## src/rtl/ser_neuron_pkg.sv

```systemverilog
// Shared constants, state encoding and helpers for the neuron-grid SPI path.
package ser_neuron_pkg;

   localparam int unsigned DW    = 8;
   localparam int unsigned N_CH  = 8;
   localparam int unsigned SEL_W = 3;

   typedef enum logic [1:0] {
      IDLE   = 2'd0,
      FILL   = 2'd1,
      COMMIT = 2'd2
   } state_t;

   // One-hot channel mask for a channel index.
   function automatic logic [N_CH-1:0] sel_mask(input logic [SEL_W-1:0] sel);
      logic [N_CH-1:0] m;
      m      = '0;
      m[sel] = 1'b1;
      return m;
   endfunction

endpackage

```

## src/rtl/input_distributor_if.sv

```systemverilog
// Byte-write side and committed-channel side of the input distributor.
interface input_distributor_if;
   import ser_neuron_pkg::*;

   logic [DW-1:0]    din_spi;
   logic             din_valid;
   logic [SEL_W-1:0] input_select;
   logic             auto_inc;
   logic             broadcast;
   logic             commit_req;

   logic [DW-1:0]    din0;
   logic [DW-1:0]    din1;
   logic [DW-1:0]    din2;
   logic [DW-1:0]    din3;
   logic [DW-1:0]    din4;
   logic [DW-1:0]    din5;
   logic [DW-1:0]    din6;
   logic [DW-1:0]    din7;
   logic [N_CH-1:0]  load_strobe;
   logic [SEL_W-1:0] wr_ptr;
   logic             frame_done;
   logic             busy;

   modport master (
      output din_spi, din_valid, input_select, auto_inc, broadcast, commit_req,
      input  din0, din1, din2, din3, din4, din5, din6, din7,
      input  load_strobe, wr_ptr, frame_done, busy
   );

   modport slave (
      input  din_spi, din_valid, input_select, auto_inc, broadcast, commit_req,
      output din0, din1, din2, din3, din4, din5, din6, din7,
      output load_strobe, wr_ptr, frame_done, busy
   );

endinterface

```

## src/rtl/input_distributor.sv

```systemverilog
// Routes SPI bytes into shadow registers and publishes them atomically to the
// eight neuron-input channels (addressed, auto-increment frame, broadcast).
module input_distributor
   import ser_neuron_pkg::*;
(
   input  logic               clk,
   input  logic               rst,
   input_distributor_if.slave bus
);

   state_t           state;
   logic [DW-1:0]    shadow [N_CH];
   logic [DW-1:0]    din_q  [N_CH];
   logic [N_CH-1:0]  dirty;
   logic [N_CH-1:0]  load_strobe_q;
   logic [SEL_W-1:0] wr_ptr_q;
   logic             frame_done_q;
   logic             commit_wrap;

   logic [N_CH-1:0]  wmask_c;
   logic             auto_c;
   logic             wrap_c;
   logic             trigger_c;

   // Channels touched by this cycle's write; broadcast beats auto_inc beats select.
   always_comb begin
      wmask_c = '0;
      if (bus.din_valid) begin
         if (bus.broadcast)     wmask_c = '1;
         else if (bus.auto_inc) wmask_c = sel_mask(wr_ptr_q);
         else                   wmask_c = sel_mask(bus.input_select);
      end
   end

   assign auto_c    = bus.din_valid && bus.auto_inc && !bus.broadcast;
   assign wrap_c    = auto_c && (wr_ptr_q == SEL_W'(N_CH - 1));
   assign trigger_c = bus.commit_req || wrap_c || (bus.din_valid && bus.broadcast);

   always_ff @(posedge clk) begin
      if (rst) begin
         state         <= IDLE;
         dirty         <= '0;
         load_strobe_q <= '0;
         wr_ptr_q      <= '0;
         frame_done_q  <= 1'b0;
         commit_wrap   <= 1'b0;
         for (int i = 0; i < N_CH; i++) begin
            shadow[i] <= '0;
            din_q[i]  <= '0;
         end
      end else begin
         for (int i = 0; i < N_CH; i++) begin
            if (wmask_c[i]) shadow[i] <= bus.din_spi;
         end
         if (auto_c) wr_ptr_q <= wr_ptr_q + SEL_W'(1);

         load_strobe_q <= '0;
         frame_done_q  <= 1'b0;

         case (state)
            IDLE, FILL: begin
               dirty <= dirty | wmask_c;
               // An idle commit_req with nothing pending or arriving is dropped.
               if (trigger_c && (state == FILL || bus.din_valid)) begin
                  state       <= COMMIT;
                  commit_wrap <= wrap_c;
               end else if (bus.din_valid) begin
                  state <= FILL;
               end
            end
            COMMIT: begin
               for (int i = 0; i < N_CH; i++) begin
                  if (dirty[i]) din_q[i] <= shadow[i];
               end
               load_strobe_q <= dirty;
               frame_done_q  <= commit_wrap;
               commit_wrap   <= 1'b0;
               // A write landing now starts the next batch rather than joining this one.
               dirty <= wmask_c;
               state <= bus.din_valid ? FILL : IDLE;
            end
            default: begin
               state <= IDLE;
               dirty <= '0;
            end
         endcase
      end
   end

   assign bus.din0        = din_q[0];
   assign bus.din1        = din_q[1];
   assign bus.din2        = din_q[2];
   assign bus.din3        = din_q[3];
   assign bus.din4        = din_q[4];
   assign bus.din5        = din_q[5];
   assign bus.din6        = din_q[6];
   assign bus.din7        = din_q[7];
   assign bus.load_strobe = load_strobe_q;
   assign bus.wr_ptr      = wr_ptr_q;
   assign bus.frame_done  = frame_done_q;
   assign bus.busy        = (state == COMMIT);

endmodule

```

## src/flat_wrapper.sv

```systemverilog
// flat-port wrapper written by rule: the top's interface ports become plain ports
module input_distributor_flat import ser_neuron_pkg::*;
  (clk, rst, bus_din_spi, bus_din_valid, bus_input_select, bus_auto_inc, bus_broadcast, bus_commit_req, bus_din0, bus_din1, bus_din2, bus_din3, bus_din4, bus_din5, bus_din6, bus_din7, bus_load_strobe, bus_wr_ptr, bus_frame_done, bus_busy);
  input_distributor_if bus_i ();
  input  logic clk;
  input  logic rst;
  input wire logic [$bits(bus_i.din_spi)-1:0] bus_din_spi;
  input wire logic [$bits(bus_i.din_valid)-1:0] bus_din_valid;
  input wire logic [$bits(bus_i.input_select)-1:0] bus_input_select;
  input wire logic [$bits(bus_i.auto_inc)-1:0] bus_auto_inc;
  input wire logic [$bits(bus_i.broadcast)-1:0] bus_broadcast;
  input wire logic [$bits(bus_i.commit_req)-1:0] bus_commit_req;
  output wire logic [$bits(bus_i.din0)-1:0] bus_din0;
  output wire logic [$bits(bus_i.din1)-1:0] bus_din1;
  output wire logic [$bits(bus_i.din2)-1:0] bus_din2;
  output wire logic [$bits(bus_i.din3)-1:0] bus_din3;
  output wire logic [$bits(bus_i.din4)-1:0] bus_din4;
  output wire logic [$bits(bus_i.din5)-1:0] bus_din5;
  output wire logic [$bits(bus_i.din6)-1:0] bus_din6;
  output wire logic [$bits(bus_i.din7)-1:0] bus_din7;
  output wire logic [$bits(bus_i.load_strobe)-1:0] bus_load_strobe;
  output wire logic [$bits(bus_i.wr_ptr)-1:0] bus_wr_ptr;
  output wire logic [$bits(bus_i.frame_done)-1:0] bus_frame_done;
  output wire logic [$bits(bus_i.busy)-1:0] bus_busy;
  assign bus_i.din_spi = bus_din_spi;
  assign bus_i.din_valid = bus_din_valid;
  assign bus_i.input_select = bus_input_select;
  assign bus_i.auto_inc = bus_auto_inc;
  assign bus_i.broadcast = bus_broadcast;
  assign bus_i.commit_req = bus_commit_req;
  assign bus_din0 = bus_i.din0;
  assign bus_din1 = bus_i.din1;
  assign bus_din2 = bus_i.din2;
  assign bus_din3 = bus_i.din3;
  assign bus_din4 = bus_i.din4;
  assign bus_din5 = bus_i.din5;
  assign bus_din6 = bus_i.din6;
  assign bus_din7 = bus_i.din7;
  assign bus_load_strobe = bus_i.load_strobe;
  assign bus_wr_ptr = bus_i.wr_ptr;
  assign bus_frame_done = bus_i.frame_done;
  assign bus_busy = bus_i.busy;
  input_distributor u_core (.clk(clk), .rst(rst), .bus(bus_i));
endmodule
```

## config.mk

```make
export PLATFORM = sky130hd
export DESIGN_NAME = input_distributor_flat
export DESIGN_NICKNAME = d
export VERILOG_FILES = /design/src/rtl/ser_neuron_pkg.sv /design/src/rtl/input_distributor_if.sv /design/src/rtl/input_distributor.sv /design/src/flat_wrapper.sv
export SDC_FILE = /design/constraint.sdc
export NUM_CORES = 1
export LEC_CHECK = 0
export CAP_MARGIN = 20
export CORE_MARGIN = 4
export CORE_UTILIZATION = 30
export DETAILED_ROUTE_END_ITERATION = 8
export GPL_ROUTABILITY_DRIVEN = 0
export SLEW_MARGIN = 20
export SYNTH_ARGS = -nofsm -noshare
export SYNTH_HDL_FRONTEND = slang
export SYNTH_SLANG_ARGS = --single-unit
```

## constraint.sdc

```tcl
create_clock -name clk -period 2.3 [get_ports clk]
set_input_delay 0.575 -clock clk [delete_from_list [all_inputs] [get_ports clk]]
set_output_delay 0.575 -clock clk [all_outputs]
set_load 0.03 [all_outputs]
```

# Word-level counts from Yosys, hierarchy flattened
# Memory sizes are Yosys's and may differ from the RTL's.
# Index checks and enable logic that the tools add are counted.
# totals
reg_bits,23
word_cells,140
mem_bits_rw,128
rom_bits,0
latch_bits,0
mem_count,2
output_inout_bits,77
input_bits,17
# op_classes
multipliers,0
n_bitwise,18
magnitude_cmp,4
n_div,0
add_sub_neg,1
shifts,0
n_eq_ne,5
n_reduce_logical,16
muxes,88
# memory_table
memory,depth,width,read_ports,rd_clocked_by_memory_dff,write_ports,line_no,text
u_core.din_q,8,8,8,0,8,input_distributor.sv:13,logic [DW-1:0] din_q [N_CH];
u_core.shadow,8,8,8,0,8,input_distributor.sv:12,logic [DW-1:0] shadow [N_CH];
# op_table
operator,count
$mux W8,19
$mux W1,62
$or A1 B1 Y1,16
$pmux W8 S2,1
$lt A3 B4 Y1 const B,2
$or A8 B8 Y8,1
$logic_and A1 B1 Y1,7
$demux W1 S3,2
$ge A3 B1 Y1 const B,2
$mux W2,2
$pmux W2 S2,1
$reduce_or A2 Y1,2
$add A3 B1 Y3 const B,1
$eq A3 B3 Y1 const B,1
$logic_or A1 B1 Y1,3
$ne A3 B2 Y1 const B,1
$eq A2 B1 Y1 const B,1
$eq A2 B2 Y1 const B,1
$logic_not A2 Y1,1
$ne A2 B1 Y1 const B,1
$pmux W1 S2,1
$reduce_and A2 Y1,1
$reduce_bool A2 Y1,1
$logic_not A1 Y1,1
$not A1 Y1,1

# Logic depth before layout (Yosys ltp)
# depth
ltp_word,11
mapped_depth,5
depth_no_buf,5

# Least setup slack after synthesis
# No wires, ideal clock.
# synth_timing
kind,input to register
startpoint,in bus_auto_inc
endpoint,mem u_core.shadow[0][0] (enable)
setup_slack_ns,0.192
t_arrival_ns,1.733
n_path_buf,0
path_stages,3
cell_sequence,nor2_1 a311oi_2 o21bai_1
# synth_rtl
element,line_no,text
start: declaration,flat_wrapper.sv:10,input wire logic [$bits(bus_i.auto_inc)-1:0] bus_auto_inc;
end: declaration,input_distributor.sv:12,

# Worst setup path after layout
# layout_timing
startpoint,reg u_core.state[0]
endpoint,out bus_busy
# layout_between
elab_chain_len,1
# layout_rtl
element,line_no,text
start: declaration,input_distributor.sv:11,state_t state;
start signal: assignment,input_distributor.sv:80,state <= bus.din_valid ? FILL : IDLE;
$eq A2 B2 Y1,input_distributor.sv:101,assign bus.busy = (state == COMMIT);
end: declaration,flat_wrapper.sv:24,output wire logic [$bits(bus_i.busy)-1:0] bus_busy;
# No other way between the ends.

==> out/metrics.yaml <==
clock_tree:
  worstSkewPairLatency_ps: 410
  cts.sinks: 151
  clk_pin_slew_worst_paths_ps: 60
  cts_tree: "built"
  htreeDepth: 4
  numCtsBuffers: 17
  ctsLongestPathBuffers: 2
  clk_root_buffer_cell: "clkbuf_16"
  hold_buffers: 0
setup_path:
  crit_path_cell_trace: "nand2b_1 > clkinv_1 > dlygate4sd2_1"
  cp_max_fo: 4
  crit_family: "buffers and inverters"
  cp_slowest_cell: "dlygate4sd2_1"
  r2r_slack_ps: 420
  slowest_delay_ps: 390
  crit_path_end_kind: "primary output"
  crit_buf_inv: 2
  critPathArrivalTime_ps: 1620
  worst-setup-path-type: "register to primary output"
  cp-start-kind: "register"
  cp_data_required_time_ps: 1730
yosys:
  yosysTopAreaCell: "edfxtp_1"
  synth_common_cells: "edfxtp_1, nor2_1, and3_1"
  netlist_area_sq_um: 5740
  yosys.area_share.simple: 0.169
  postSynthAreaPerCell_sq_um: 14.6
  synth_top_family_by_area: "simple AND/OR/NAND/NOR gates"
  synthAdderAreaFrac: 0.00436
  synthCells: 394
  synth.distinct_cells: 38
  yosysWarningCount: 0
  ys.flop_type: "edfxtp_1"
  synth_top_area_frac: 0.669
  synth_most_common_cell: "edfxtp_1"
  muxShareOfSynthArea: 0.00349
  synthXorXnorAreaFrac: 0.00153
  synth_edf_count: 128
  synth_seq_cells: 151
  yosysSeqAreaShare: 0.749
  synthesis.nets: 413
  synthTopCellsByArea: "edfxtp_1, dfxtp_1, and3_1"
  async_reset_ff_frac: 0
  synth_compound_area_frac: 0.0523
pwr:
  pwr_density_cell_nw_per_um2: 859
  switching_share: 0.230
  pwr-share-clk: 0.427
  p_int_uw: 5120
  peakVddDrop_mv: 0.507
  p_seq_frac: 0.486
  combPwrFrac: 0.087
  p_leak_uw: 0.00311
  netSwitchingPower_uw: 1530
placed_design:
  portBuffers: 93
  dp.cells: 728
  dp_hpwl_microns: 8920
sta:
  tns_ps: 0
  slew_headroom: 0.529
  hold_violations: 0
  finClkSkew_ps: 6.82
  worstMarginPinSlew_ps: 704
  rsz0062_at_grt: "false"
  finalSetupViolations: 0
  period_share: 0.955
  maxSlewViolCount: 0
  timing.fmax_mhz: 455
  whs_ps: 498
  period_needed_ps: 2200
detailed_routing:
  drc: 0
  ant_nets: 0
  drt_wl_total_microns: 12400
  post_drt_via_cell_ratio: 4.60
  drt-initial-drc-count: 241
  vias: 3494
  wl_per_cell_microns: 16.4
  firstDrtPassIters: 5
cells_and_area:
  area_growth_pct: 34.9
  fill_cells: 1752
  layout.cells.non_filler: 760
  drive_gt1_frac: 0.135
  final_nets: 532
  diodes: 0
  multi_input_area_sq_um: 1330
  seq_area_sq_um: 4300
floorplan:
  initial_core_util: 0.306
  io_pins: 94
  core_area_sq_um: 18800
  die_area_sq_um: 21400
  fp-row-count: 50
  die_w_microns: 146
  die_h_microns: 146
global_route:
  overflow: 0
  grt_max_degree: 30
  grt_pass1_wl_microns: 19400
  grt_pass1_vias: 3578
  grt.total_usage: 0.119
  antenna_found_initial: 0
worst_hold_path:
  hold_path.class: "register to register"
job:
  max_cap_violations: 0
status:
  outcome: "finished, final reports clean"
==> logic make-up (layout without fill, tap and decap cells) <==
group	after synthesis	count (layout)
mux	2	2
flops	151	151
simple gates	176	176
buf+inv	28	160
xor+xnor	1	1
fa+ha+maj	2	2
compound gates	34	34
==> power groups by stage <==
stage / combinational, uW / clock, uW / sequential [uW]
detailed placement: 588 / 0 / 3290
floorplan: 204 / 0 / 3380
global route: 621 / 3020 / 3250
finish: 582 / 2840 / 3230
global placement: 577 / 0 / 3290
CTS: 588 / 2890 / 3240
==> area by class of cell <==
class	instances	area share
Clock inverter	15	0.0249
Timing Repair Buffer	124	0.154
Clock buffer	17	0.0549
Sequential cell	151	0.555
Tap cell	234	0.0378
Inverter	4	0.00194
Multi-Input combinational cell	215	0.171
==> worst paths after layout <==
path / from / endpoint / depth (start not counted)
setup / recovery: u_core.state[0] / bus_busy / 3
hold / removal: u_core.commit_wrap / u_core.bus.frame_done / 2
setup reg to reg: u_core.bus.wr_ptr[0] / u_core.shadow[0][41] / 3
hold reg to reg: u_core.commit_wrap / u_core.bus.frame_done / 2
==> registers in the layout, summed over array words and instances, names as in the netlist <==
| register | count |
|---|---|
| u_core.commit_wrap | 1 |
| u_core.bus.load_strobe | 8 |
| u_core.din_q | 64 |
| u_core.bus.wr_ptr | 3 |
| u_core.shadow | 64 |
| u_core.state | 2 |
| u_core.bus.frame_done | 1 |
| u_core.dirty | 8 |
==> layout by cell type (no fill, tap or decap), drive strengths merged, types with 4 or more instances in the layout <==
master	count
nor2	58
dlygate4sd2	4
o21ai	6
a311oi	4
nor2b	25
and3	48
buf	32
and2	8
dfxtp	23
o21bai	6
clkdlybuf4s50	88
a21o	11
edfxtp	128
nor4bb	4
clkbuf	17
inv	8
nand2	17
clkinv	6
==> metal layers <==
metal / up-vias / share of wire / global-route usage
met4: 0 / 0.016 / 0.0527
met1: 1705 / 0.41 / 0.140
met2: 98 / 0.52 / 0.203
met3: 12 / 0.056 / 0.0360
li1: 1679 / - / -
met5: - / 0 / 0
==> stage by stage <==
step                worst slack (ps)  instance area, sq um  total power [uW]   util
floorplan                        192                  5740              3590      -
global placement                -190                  7140              3870  0.380
detailed placement              -254                  7140              3880  0.380
CTS                              102                  7750              6710  0.413
global route                    12.8                  7750              6890  0.413
finish                           103                  7750              6650  0.413
==> timing repair <==
action,4_1_cts,5_1_grt
buffers inserted,0,0
gates resized for setup,4,0
endpoints found under the setup margin,4,0
==> tightest hold or removal path, cell delays in order (launching register included) <==
cell and delay [ps]:
dfxtp_1 300, nand2b_1 100, nor2_1 50
(Power assumes the default switching activity.)
